[src/rtl/lif_spike_array.sv]
// Multi-channel leaky integrate-and-fire spike generator with shift leak, saturating
// integration, refractory hold and a valid/ready result stage.
module lif_spike_array #(
    parameter int N_CH       = 4,
    parameter int W          = 8,
    parameter int LEAK_SHIFT = 3,
    parameter int REFRAC     = 2,
    parameter int SUB_RESET  = 0
) (
    input  logic                clk,
    input  logic                rst_n,
    input  logic                clear,
    input  logic                in_valid,
    output logic                in_ready,
    input  logic [N_CH*W-1:0]   cur_in,
    input  logic [W-1:0]        threshold,
    output logic                out_valid,
    input  logic                out_ready,
    output logic [N_CH-1:0]     spk_out,
    output logic [N_CH*W-1:0]   v_out
);

    localparam int RW = (REFRAC > 0) ? $clog2(REFRAC + 1) : 1;

    // Clamp a W+2-bit intermediate to the signed W-bit range.
    function automatic logic signed [W-1:0] sat_w(input logic signed [W+1:0] x);
        logic signed [W+1:0] max_v;
        logic signed [W+1:0] min_v;
        max_v = $signed({{3{1'b0}}, {(W-1){1'b1}}});
        min_v = $signed({{3{1'b1}}, {(W-1){1'b0}}});
        if (x > max_v) begin
            sat_w = max_v[W-1:0];
        end else if (x < min_v) begin
            sat_w = min_v[W-1:0];
        end else begin
            sat_w = x[W-1:0];
        end
    endfunction

    // Sign-extend a W-bit value into the W+2-bit working width.
    function automatic logic signed [W+1:0] ext(input logic [W-1:0] x);
        ext = $signed({{2{x[W-1]}}, x});
    endfunction

    logic [N_CH-1:0][W-1:0]  v_r;
    logic [N_CH-1:0][RW-1:0] refrac_r;

    logic [N_CH-1:0][W-1:0]  v_upd_s;
    logic [N_CH-1:0][RW-1:0] refrac_upd_s;
    logic [N_CH-1:0][W-1:0]  v_nxt_s;
    logic [N_CH-1:0][W-1:0]  leak_s;
    logic [N_CH-1:0]         spk_s;
    logic                    accept_s;

    assign in_ready = !out_valid || out_ready;
    assign accept_s = in_valid && in_ready;

    // Per-channel leak, integrate, fire and refractory update for the next timestep.
    always_comb begin
        v_upd_s      = v_r;
        refrac_upd_s = refrac_r;
        v_nxt_s      = v_r;
        leak_s       = v_r;
        spk_s        = {N_CH{1'b0}};
        for (int c = 0; c < N_CH; c++) begin
            leak_s[c]  = $signed(v_r[c]) >>> LEAK_SHIFT;
            v_nxt_s[c] = sat_w(ext(v_r[c]) - ext(leak_s[c]) + ext(cur_in[c*W +: W]));
            if (refrac_r[c] != {RW{1'b0}}) begin
                refrac_upd_s[c] = refrac_r[c] - {{(RW-1){1'b0}}, 1'b1};
                v_upd_s[c]      = v_r[c];
                spk_s[c]        = 1'b0;
            end else if ($signed(v_nxt_s[c]) >= $signed(threshold)) begin
                spk_s[c]        = 1'b1;
                refrac_upd_s[c] = RW'(REFRAC);
                if (SUB_RESET != 0) begin
                    v_upd_s[c] = sat_w(ext(v_nxt_s[c]) - ext(threshold));
                end else begin
                    v_upd_s[c] = {W{1'b0}};
                end
            end else begin
                spk_s[c]        = 1'b0;
                refrac_upd_s[c] = {RW{1'b0}};
                v_upd_s[c]      = v_nxt_s[c];
            end
        end
    end

    // Neuron state and result register; clear beats any accept, stall freezes everything.
    always_ff @(posedge clk or negedge rst_n) begin
        if (!rst_n) begin
            v_r       <= '0;
            refrac_r  <= '0;
            out_valid <= 1'b0;
            spk_out   <= {N_CH{1'b0}};
            v_out     <= {(N_CH*W){1'b0}};
        end else if (clear) begin
            v_r       <= '0;
            refrac_r  <= '0;
            out_valid <= 1'b0;
            spk_out   <= {N_CH{1'b0}};
            v_out     <= {(N_CH*W){1'b0}};
        end else if (accept_s) begin
            v_r       <= v_upd_s;
            refrac_r  <= refrac_upd_s;
            out_valid <= 1'b1;
            spk_out   <= spk_s;
            v_out     <= v_upd_s;
        end else if (out_ready) begin
            out_valid <= 1'b0;
        end else begin
            out_valid <= out_valid;
        end
    end

endmodule

[config.mk]
export PLATFORM = sky130hd
export DESIGN_NAME = lif_spike_array
export DESIGN_NICKNAME = d
export VERILOG_FILES = /design/src/rtl/lif_spike_array.sv
export SDC_FILE = /design/constraint.sdc
export NUM_CORES = 1
export LEC_CHECK = 0
export ABC_AREA = 1
export BUFFER_PORTS_ARGS = -buffer_cell sky130_fd_sc_hd__buf_2
export CORE_MARGIN = 2
export CORE_UTILIZATION = 25
export CTS_CLUSTER_SIZE = 28
export DETAILED_ROUTE_END_ITERATION = 8
export PLACE_DENSITY = 0.41
export REMOVE_ABC_BUFFERS = 1
export SYNTH_ARGS = -nofsm -noshare
export SYNTH_HDL_FRONTEND = slang
export SYNTH_SLANG_ARGS = --single-unit
[constraint.sdc]
create_clock -name clk -period 3.88 [get_ports clk]
set_clock_uncertainty 0.1 [all_clocks]
set_input_delay 0.388 -clock clk [delete_from_list [all_inputs] [get_ports clk]]
set_output_delay 0.388 -clock clk [all_outputs]
set_load 0.02 [all_outputs]
==> flow_metrics.py <==
metrics = {
    "route": {
        "drcViolationCount": 0,
        "detail-route-antenna-nets": 0,
        "top_layer_used": "met4",
        "drt_pass1_iterations": 4,
        "routed-wl-met2_um": 7340,
        "drt_wl_total_um": 16400,
        "viasPerCell": 4.10,
        "drtIter0Drc": 189,
        "wl_per_cell_um": 12.2,
        "vias": 5500,
        "wl_met3_um": 494,
        "wl_met1_um": 8430,
    },
    "timing": {
        "hold_viol": 22,
        "timing.final.max_slew_violations": 0,
        "hold_ws_ns": -0.0178,
        "final.period_utilization_pct": 93.6,
        "rsz0062_at_grt": "true",
        "period_needed_ns": 3.63,
        "setup_violations": 0,
        "max_freq_mhz": 275,
        "maxSlewHeadroom_pct": 46.1,
        "worst_pin_slew_ns": 0.808,
    },
    "outcome": {
        "outcome": "finished, violations left",
        "violations": "negative hold slack",
    },
    "place": {
        "dpl_cell_area_um2": 7030,
        "place_hpwl_um": 13400,
        "place.gp.congestion": 0.758,
        "io_buffers": 82,
    },
    "global_routing": {
        "grt_pass1_vias": 5472,
        "grt_pass1_wl_um": 27000,
        "antenna_found_initial": 0,
        "grtUsageTotal_pct": 12.9,
        "grt_overflow": 0,
        "grt_max_degree": 24,
    },
    "final_layout": {
        "n_antenna_cell": 0,
        "fin_nets": 1174,
        "postLayoutCellArea_um2": 7790,
        "fill_cells": 2685,
        "final_util_pct": 33.0,
        "final_layout_size_suffix_gt1_share_pct": 28.8,
        "area_growth_pct": 28.6,
    },
    "critical_path": {
        "crit_family": "simple AND/OR/NAND/NOR gates",
        "crit_arrival_ns": 3.77,
        "start_kind": "register",
        "path_cells": "inv_1 -> ha_1 -> xor2_2 -> ha_1 -> nand2_1 -> inv_2 -> a21oi_4 -> and2_1 -> nand2_1 -> nand2_4 -> nand2_8 -> nand2_2 -> nand2_2 -> ha_1 -> a21oi_1 -> nand2_1 -> nand2_1 -> nand2_1 -> nand2_1 -> nand3_2 -> nor2_4 -> nand3_2 -> nand2_1",
        "cp_num_buf_inv": 2,
        "critical_path_class": "register to register",
        "crit_fanout": 9,
        "slowest_delay_ns": 0.48,
        "crit_required_ns": 4.02,
        "cp_slowest_cell": "dfrtp_2",
        "setup.worst_path.end_class": "register",
        "cp_common_cell": "nand2_1",
    },
    "cts": {
        "cts.sinks": 45,
        "h-tree-depth": 2,
        "cts_buffers": 5,
        "cts.clk_slew.worst_paths_ns": 0.07,
        "cts-root-buf": "clkbuf_16",
        "tritoncts": "yes",
        "clockBufferDepth": 2,
        "clk_latency_ns": 0.29,
    },
    "job": {
        "drv_cap": 0,
    },
    "logic_synthesis": {
        "synth.most_common_cell": "nand2_1",
        "yosys.area_share.xor_xnor_pct": 3.18,
        "yosysUniqueCellTypes": 33,
        "synthCells": 890,
        "synth_edf_count": 0,
        "synthTopCellsByArea": "nand2_1 19%, dfrtp_1 19%, ha_1 17%",
        "synth_fa_ha_area_share_pct": 25.8,
        "synth-seq-area-share_pct": 18.6,
        "avgSynthCellArea_um2": 6.80,
        "synth_seq_cells": 45,
        "yosys-top-cells-count": "310 x nand2_1, 196 x inv_1, 80 x ha_1",
        "synth.top_cell.area_share_pct": 19.2,
        "synthMuxAreaShare_pct": 0,
        "synth_top_flop_cell": "dfrtp_1",
        "syn-cell-area_um2": 6050,
        "synth_top_family_by_area": "simple AND/OR/NAND/NOR gates",
        "synthArstFlopShare_pct": 100,
        "synth-simple-area-share_pct": 34.6,
        "yosysTopAreaCell": "nand2_1",
        "yosys_warnings": 0,
        "synth_compound_area_share_pct": 5.35,
    },
    "die": {
        "fp.dieH_um": 160,
        "rows": 56,
        "die_w_um": 160,
        "pin_count": 83,
        "die-area_um2": 25500,
        "core_area_um2": 23600,
        "start_util_pct": 25.6,
    },
    "hold_path": {
        "hold_path_class": "primary input to async pin",
    },
}
metrics by stage:
stage,TNS [ns],std cells,setup slack (ns)
floorplan,0,888,0.223
global placement,0,1313,0.0366
detailed placement,-0.0532,1313,-0.0325
CTS,0,1322,0.00263
global route,-0.333,1341,-0.0501
finish,0,1341,0.248
layout by cell type, fill, tap and decap left out, types with 3 or more instances in the layout:
| cell type | count |
|---|---|
| fa_1 | 24 |
| nor2_2 | 7 |
| nand3_1 | 46 |
| dfrtp_2 | 15 |
| buf_2 | 82 |
| o21ai_0 | 3 |
| dfrtp_1 | 30 |
| nand3b_1 | 4 |
| a21oi_1 | 19 |
| xnor2_1 | 7 |
| ha_2 | 4 |
| o21a_1 | 4 |
| o211ai_1 | 3 |
| inv_2 | 4 |
| nand2_1 | 286 |
| inv_1 | 195 |
| ha_4 | 20 |
| fa_2 | 4 |
| nor2_1 | 19 |
| xor2_1 | 13 |
| a21oi_2 | 13 |
| nand3_2 | 7 |
| o21bai_1 | 3 |
| buf_4 | 44 |
| nand2_4 | 6 |
| or2_2 | 4 |
| clkbuf_16 | 5 |
| ha_1 | 56 |
| a21oi_4 | 3 |
| nand4_1 | 10 |
| nand2_2 | 63 |
what timing repair did:
action,4_1_cts,5_1_grt
pin swaps,1,30
setup buffers,1,19
setup endpoints to repair,2,40
hold buffers,0,0
cloned,0,0
gates resized for setup,1,97
cell type report:
cell class,count,area (um^2),share of cell area (%)
repair buffers,126,741,9.51
inverters,199,747,9.59
multi-input cells,644,4610,59.2
clock inverters,2,15.0,0.193
flip-flops and latches,45,1140,14.7
well taps,319,399,5.13
clock buffers,6,129,1.65
per-layer routing:
| metal | up-vias | track usage, % |
|---|---|---|
| met5 | - | 0 |
| met3 | 5 | 1.95 |
| met2 | 55 | 21.2 |
| met1 | 2482 | 18.1 |
| met4 | 0 | 1.98 |
| li1 | 2958 | - |
flip-flops by register name, summed over array words and instances (netlist names):
register   count
v_out         32
refrac_r       8
spk_out        4
out_valid      1
worst paths after layout:
check / from / end / slack (ns) / cells past startpoint
max: v_out[31] / v_out[24] / 0.25 / 23
min in group clk: in_valid / out_valid / 0.27 / 3
max in group asynchronous: rst_n / v_out[7] / 2.94 / 2
max reg2reg: v_out[31] / v_out[24] / 0.25 / 23
min reg2reg: spk_out[3] / spk_out[3] / 0.39 / 2
min: rst_n / v_out[11] / -0.02 / 1
kinds of logic after synthesis:
logic type	after synthesis
AND/OR/NAND/NOR	463
flip-flops	45
XOR/XNOR	22
adder cells (fa/ha/maj)	108
buffers and inverters	201
AO/OA/AOI/OAI	51
Power is not shown: default switching activity piles up to over one toggle a cycle in this logic, so the estimate is an artifact.
